File: config.mk
export PLATFORM = sky130hd
export DESIGN_NAME = rb_addr_gen_param
export DESIGN_NICKNAME = d
export VERILOG_FILES = /design/src/rtl/rb_addr_gen_param.sv
export SDC_FILE = /design/constraint.sdc
export NUM_CORES = 1
export LEC_CHECK = 0
export BUFFER_PORTS_ARGS = -buffer_cell sky130_fd_sc_hd__buf_2
export CAP_MARGIN = 5
export CELL_PAD_IN_SITES_DETAIL_PLACEMENT = 2
export CELL_PAD_IN_SITES_GLOBAL_PLACEMENT = 2
export CORE_MARGIN = 1
export CORE_UTILIZATION = 40
export CTS_CLUSTER_SIZE = 25
export DETAILED_ROUTE_END_ITERATION = 16
export PLACE_DENSITY_LB_ADDON = 0.15
export RECOVER_POWER = 50
export SLEW_MARGIN = 20
export SYNTH_ARGS = -nofsm -noshare
export SYNTH_HDL_FRONTEND = slang
export SYNTH_SLANG_ARGS = --single-unit
File: constraint.sdc
create_clock -name clk -period 10.61 [get_ports clk]
set_input_delay 2.122 -clock clk [delete_from_list [all_inputs] [get_ports clk]]
set_output_delay 2.122 -clock clk [all_outputs]
set_load 0.02 [all_outputs]
File: src/rtl/rb_addr_gen_param.sv
// Row-buffer address generator: interleaves NUM_ROWS image rows across one dual-port BRAM,
// sequences a frame's pixel writes and column reads, and keeps unread rows from being overwritten.
module rb_addr_gen_param #(
    parameter int unsigned       NUM_ROWS  = 4,
    parameter int unsigned       ROW_LEN   = 512,
    parameter int unsigned       IMG_ROWS  = 512,
    parameter int unsigned       EXT_AW    = 32,
    parameter logic [EXT_AW-1:0] BASE_ADDR = '0
) (
    input  logic                                  clk,
    input  logic                                  rst_n,
    input  logic                                  start,
    input  logic                                  abort,
    input  logic                                  wr_req,
    input  logic                                  rd_req,
    output logic                                  wr_ready,
    output logic                                  rd_ready,
    output logic [EXT_AW-1:0]                     e_mem_addr,
    output logic [$clog2(NUM_ROWS*ROW_LEN)-1:0]   w_bram_addr,
    output logic                                  w_bram_we,
    output logic [$clog2(ROW_LEN)-1:0]            r_bram_addr,
    output logic                                  r_bram_en,
    output logic [$clog2(NUM_ROWS)-1:0]           r_base_slot,
    output logic                                  row_done,
    output logic                                  frame_done,
    output logic                                  busy
);

    localparam int unsigned SLOT_W = $clog2(NUM_ROWS);
    localparam int unsigned COL_W  = $clog2(ROW_LEN);
    localparam int unsigned CNT_W  = $clog2(IMG_ROWS + 1);

    typedef enum logic [1:0] {
        S_IDLE = 2'd0,
        S_RUN  = 2'd1,
        S_DONE = 2'd2
    } state_t;

    state_t state, state_nxt;

    logic [COL_W-1:0]  w_col;
    logic [COL_W-1:0]  r_col;
    logic [SLOT_W-1:0] wr_slot;
    logic [CNT_W-1:0]  rows_written;
    logic [CNT_W-1:0]  rows_read;
    logic [CNT_W-1:0]  diff;
    logic [EXT_AW-1:0] wcount;
    logic              rpass_active;

    logic active;
    logic wr_fire;
    logic rd_fire;
    logic w_last;
    logic r_last;
    logic final_pass;
    logic start_fire;

    // Flow control: the writer may enter the oldest slot only behind the reader's column.
    assign diff       = rows_written - rows_read;
    assign active     = (state != S_IDLE);
    assign w_last     = (w_col == COL_W'(ROW_LEN - 1));
    assign r_last     = (r_col == COL_W'(ROW_LEN - 1));
    assign wr_ready   = active && !abort && (rows_written < CNT_W'(IMG_ROWS)) &&
                        ((diff < CNT_W'(NUM_ROWS)) ||
                         ((diff == CNT_W'(NUM_ROWS)) && rpass_active && (w_col < r_col)));
    assign rd_ready   = active && !abort && (rpass_active || (diff == CNT_W'(NUM_ROWS)));
    assign wr_fire    = wr_req && wr_ready;
    assign rd_fire    = rd_req && rd_ready;
    assign final_pass = rd_fire && r_last && (rows_read == CNT_W'(IMG_ROWS - NUM_ROWS));
    assign start_fire = (state == S_IDLE) && start && !abort;

    always_ff @(posedge clk or negedge rst_n) begin
        if (!rst_n) begin
            state <= S_IDLE;
        end else begin
            state <= state_nxt;
        end
    end

    always_comb begin
        state_nxt = state;
        case (state)
            S_IDLE:  if (start) state_nxt = S_RUN;
            S_RUN:   if (final_pass) state_nxt = S_DONE;
            S_DONE:  state_nxt = S_IDLE;
            default: state_nxt = S_IDLE;
        endcase
        if (abort) state_nxt = S_IDLE;
    end

    // Write/read position counters; cleared at frame start and on abort.
    always_ff @(posedge clk or negedge rst_n) begin
        if (!rst_n) begin
            w_col        <= '0;
            r_col        <= '0;
            wr_slot      <= '0;
            rows_written <= '0;
            rows_read    <= '0;
            wcount       <= '0;
            rpass_active <= 1'b0;
        end else if (abort || start_fire) begin
            w_col        <= '0;
            r_col        <= '0;
            wr_slot      <= '0;
            rows_written <= '0;
            rows_read    <= '0;
            wcount       <= '0;
            rpass_active <= 1'b0;
        end else begin
            if (wr_fire) begin
                wcount <= wcount + EXT_AW'(1);
                if (w_last) begin
                    w_col        <= '0;
                    wr_slot      <= wr_slot + SLOT_W'(1);
                    rows_written <= rows_written + CNT_W'(1);
                end else begin
                    w_col <= w_col + COL_W'(1);
                end
            end
            if (rd_fire) begin
                if (r_last) begin
                    r_col        <= '0;
                    rpass_active <= 1'b0;
                    rows_read    <= rows_read + CNT_W'(1);
                end else begin
                    r_col        <= r_col + COL_W'(1);
                    rpass_active <= 1'b1;
                end
            end
        end
    end

    // Registered BRAM/external-memory outputs; addresses hold when idle or aborted.
    always_ff @(posedge clk or negedge rst_n) begin
        if (!rst_n) begin
            e_mem_addr  <= '0;
            w_bram_addr <= '0;
            w_bram_we   <= 1'b0;
            r_bram_addr <= '0;
            r_bram_en   <= 1'b0;
            r_base_slot <= '0;
            row_done    <= 1'b0;
            frame_done  <= 1'b0;
            busy        <= 1'b0;
        end else begin
            w_bram_we  <= wr_fire;
            r_bram_en  <= rd_fire;
            row_done   <= rd_fire && r_last;
            frame_done <= final_pass;
            busy       <= (state_nxt != S_IDLE);
            if (wr_fire) begin
                w_bram_addr <= {w_col, wr_slot};
                e_mem_addr  <= BASE_ADDR + wcount;
            end
            if (rd_fire) begin
                r_bram_addr <= r_col;
                r_base_slot <= SLOT_W'(rows_read);
            end
        end
    end

endmodule

==> impl_metrics.yaml <==
clock_network:
  cts_buffer_depth: 2
  cts_tree: "yes"
  clkLatencyLatePin_ns: 0.43
  cts_hold_buf: 0
  htreeDepth: 4
  ctsResizeCount: 0
  cts_buffers: 17
  path_clk_slew_ns: 0.06
  clkSinkCount: 134
  cts-root-buf: "clkbuf_16"
  post_cts_buffers: 0
critical_path:
  reg2reg_depth: 11
  critPathKind: "reg2out"
  critPathMaxFanout: 9
  crit_path_end_kind: "primary output"
  start_kind: "flip-flop"
  r2r_end: "r_bram_addr[2]"
  r2r_slack_ns: 5.86
  rr_startpoint: "rows_read[3]"
  crit_arrival_ns: 3.94
  cp.required_ns: 8.49
global_routing:
  grt_pass1_wl_mm: 36.1
  use_met1_pct: 32.8
  met2_usage_pct: 45.6
  grt_max_degree: 83
  gr-total-overflow: 0
  grt.busiest_layer: "met2"
  grt_pass1_vias: 6709
  antenna_found_initial: 0
  grtUsageTotal_pct: 26.0
  met3_usage_pct: 5.21
placement:
  post-place-ws_ns: 5.08
  place_congestion: 0.877
  io_buffer_count: 66
  place_area_mm2: 0.00738
  hpwlAfterDp_mm: 14.1
synthesis:
  yosys.cell_types.count: 56
  synth_edf_count: 0
  ys_seq_elements: 134
  ys_seq_area_share_pct: 48.7
  synth_nets: 792
  ys_async_sr_fraction_pct: 100
  synth_area_mm2: 0.00688
  postSynthCellCount: 761
  synth_ff_type: "dfrtp_1"
  avgSynthCellArea_um2: 9.04
  yosysWarnings: 0
sta:
  rsz0062_at_grt: "no"
  whs_ns: 0.467
  slew_headroom_pct: -177
  tns_ns: 0
  period_minus_slack_ns: 6.06
  fmax_ghz: 0.165
  hold_viol_final: 0
  slew_viol_final: 75
  setup_viol: 0
  fin_crit_sh_pct: 57.1
  fin_skew_ns: 0.0154
  timing.final.ws_setup_ns: 4.55
  worst_pin_slew_ns: 4.15
hold_path:
  hp-start: "e_mem_addr[2]"
  worstHoldPathType: "reg2reg"
  whs_path_depth: 2
  min_to: "e_mem_addr[2]"
power_and_ir_drop:
  leakagePower_nw: 3.66
  powerDensity_mw_per_mm2: 150
  peakVddDrop_mv: 0.116
finish:
  nets: 842
  syn2layout_area_growth_pct: 15.3
  fillers: 1824
  antenna-diode-count: 0
  multiInputGateArea_mm2: 0.00322
  drive_gt1_share_pct: 8.13
  design_area_mm2: 0.00794
  ff_latch_area_mm2: 0.00335
die:
  core_area_mm2: 0.0167
  fp-row-count: 47
  start_util_pct: 41.2
  ioPinCount: 67
  die_y_um: 133
  fp.dieW_um: 133
  die_area_mm2: 0.0177
routing:
  drt_iter0_drc: 266
  drt-vias-per-instance: 5.81
  firstDrtPassIters: 6
  drc: 0
  ant_nets: 0
  post_drt_wl_per_cell_um: 20.7
  vias: 6067
  wl_mm: 21.6
status:
  status: "finished with violations"
  violations: "max-capacitance violations, max-slew violations"
run:
  drv_cap: 1
==> state kept, by name, summed over array words and instances, names as in the netlist, 2 cells and up <==
| signal | cells |
|---|---|
| e_mem_addr | 32 |
| wcount | 32 |
| w_bram_addr | 11 |
| rows_read | 10 |
| rows_written | 10 |
| r_bram_addr | 9 |
| r_col | 9 |
| w_col | 9 |
| r_base_slot | 2 |
| state | 2 |
| wr_slot | 2 |
==> where the power goes <==
part	switching [mW]	internal, mW
clock	0.233	0.413
sequential	0.000961	0.513
combinational	0.0299	0.00455
==> cells by family after synthesis <==
| kind of cell | after synthesis | synth area share, % |
|---|---|---|
| muxes | 20 | 3.13 |
| and+or+nand+nor | 338 | 24.0 |
| adders and majority gates | 25 | 4.54 |
| xor gates and xnor gates | 6 | 0.763 |
| DFF | 134 | 48.7 |
| AOI/OAI and AO/OA | 161 | 14.3 |
| buffers and inverters | 77 | 4.53 |
==> routing by layer <==
metal  share of wire (%)  wire, um
met1                  44      9560
met4                 1.2       253
met5                   0         0
met3                 2.3       502
met2                  52     11300
==> worst max-delay path: stages (launching register included) <==
cell and delay, ns:
dfrtp_1 0.42, inv_1 0.10, ha_1 0.35, a21oi_2 0.27, o221a_2 0.24, o22ai_1 0.07, or4_1 0.53, or4b_1 0.66
o31a_1 0.50, nor3_1 0.18, buf_2 0.19
==> stage by stage <==
stage               total power, mW  utilization [%]  cells
CTS                            1.20             48.0   1044
finish                         1.19             47.5   1044
global placement              0.557             44.2   1012
detailed placement            0.559             44.2   1012
global route                   1.23             47.5   1044
floorplan                     0.539                -    761
==> layout make-up <==
class | count | share of cell area (%)
multi-input combinational | 550 | 40.6
timing repair buffer | 74 | 3.96
clock inverter | 11 | 2.14
inverter | 34 | 1.61
tap | 220 | 3.47
clock buffer | 21 | 5.93
sequential | 134 | 42.3
==> worst max-delay path by stage <==
| stage | from | end | slack [ns] | cells past startpoint |
|---|---|---|---|---|
| after floorplan | rows_read[1] | rd_ready | 5.25 | 10 |
| after global placement | rows_written[3] | rd_ready | 5.17 | 9 |
| after detailed placement | rows_read[3] | rd_ready | 5.08 | 10 |
| after CTS | rows_read[3] | rd_ready | 4.57 | 10 |
| after global routing | rst_n | rows_read[5] | 4.30 | 2 |
| final | rows_read[3] | rd_ready | 4.55 | 10 |
==> Yosys cell counts, types with 6 or more instances <==
library cell | number | area, um^2
a21oi_1 | 57 | 285
and3_1 | 23 | 144
buf_2 | 7 | 35.0
clkbuf_1 | 31 | 116
dfrtp_1 | 134 | 3350
ha_1 | 25 | 313
inv_1 | 34 | 128
mux2_2 | 12 | 135
mux2i_1 | 8 | 80.1
nand2_1 | 162 | 608
nand3_1 | 29 | 145
nand4_1 | 17 | 106
nor2_1 | 30 | 113
nor3_1 | 6 | 30.0
o21ai_0 | 50 | 250
o31ai_1 | 9 | 67.6
or3_1 | 36 | 225
or4_1 | 9 | 67.6
xnor2_1 | 6 | 52.6
==> placed cells by master, fill, tap and decap left out, types with 4 or more instances in the layout <==
cell	synthesis	final
nand4_1	17	17
or4_1	9	9
bufinv_16	0	4
buf_2	7	5
o311a_1	4	4
a31oi_1	4	4
nand2_1	162	162
dfrtp_1	134	134
clkbuf_16	0	17
o21a_1	5	5
a21oi_1	57	57
nor3_1	6	6
mux2_2	12	12
and3_1	23	23
ha_1	25	25
nand4b_1	4	4
or3_1	36	36
xnor2_1	6	6
mux2i_1	8	8
o31ai_1	9	9
clkbuf_1	31	62
buf_4	1	8
nand3_1	29	29
a41o_1	5	5
inv_1	34	34
nor2_1	30	30
o21ai_0	50	50
a21o_1	5	5
or4b_1	5	4
Power figures use the tool's default switching activity.
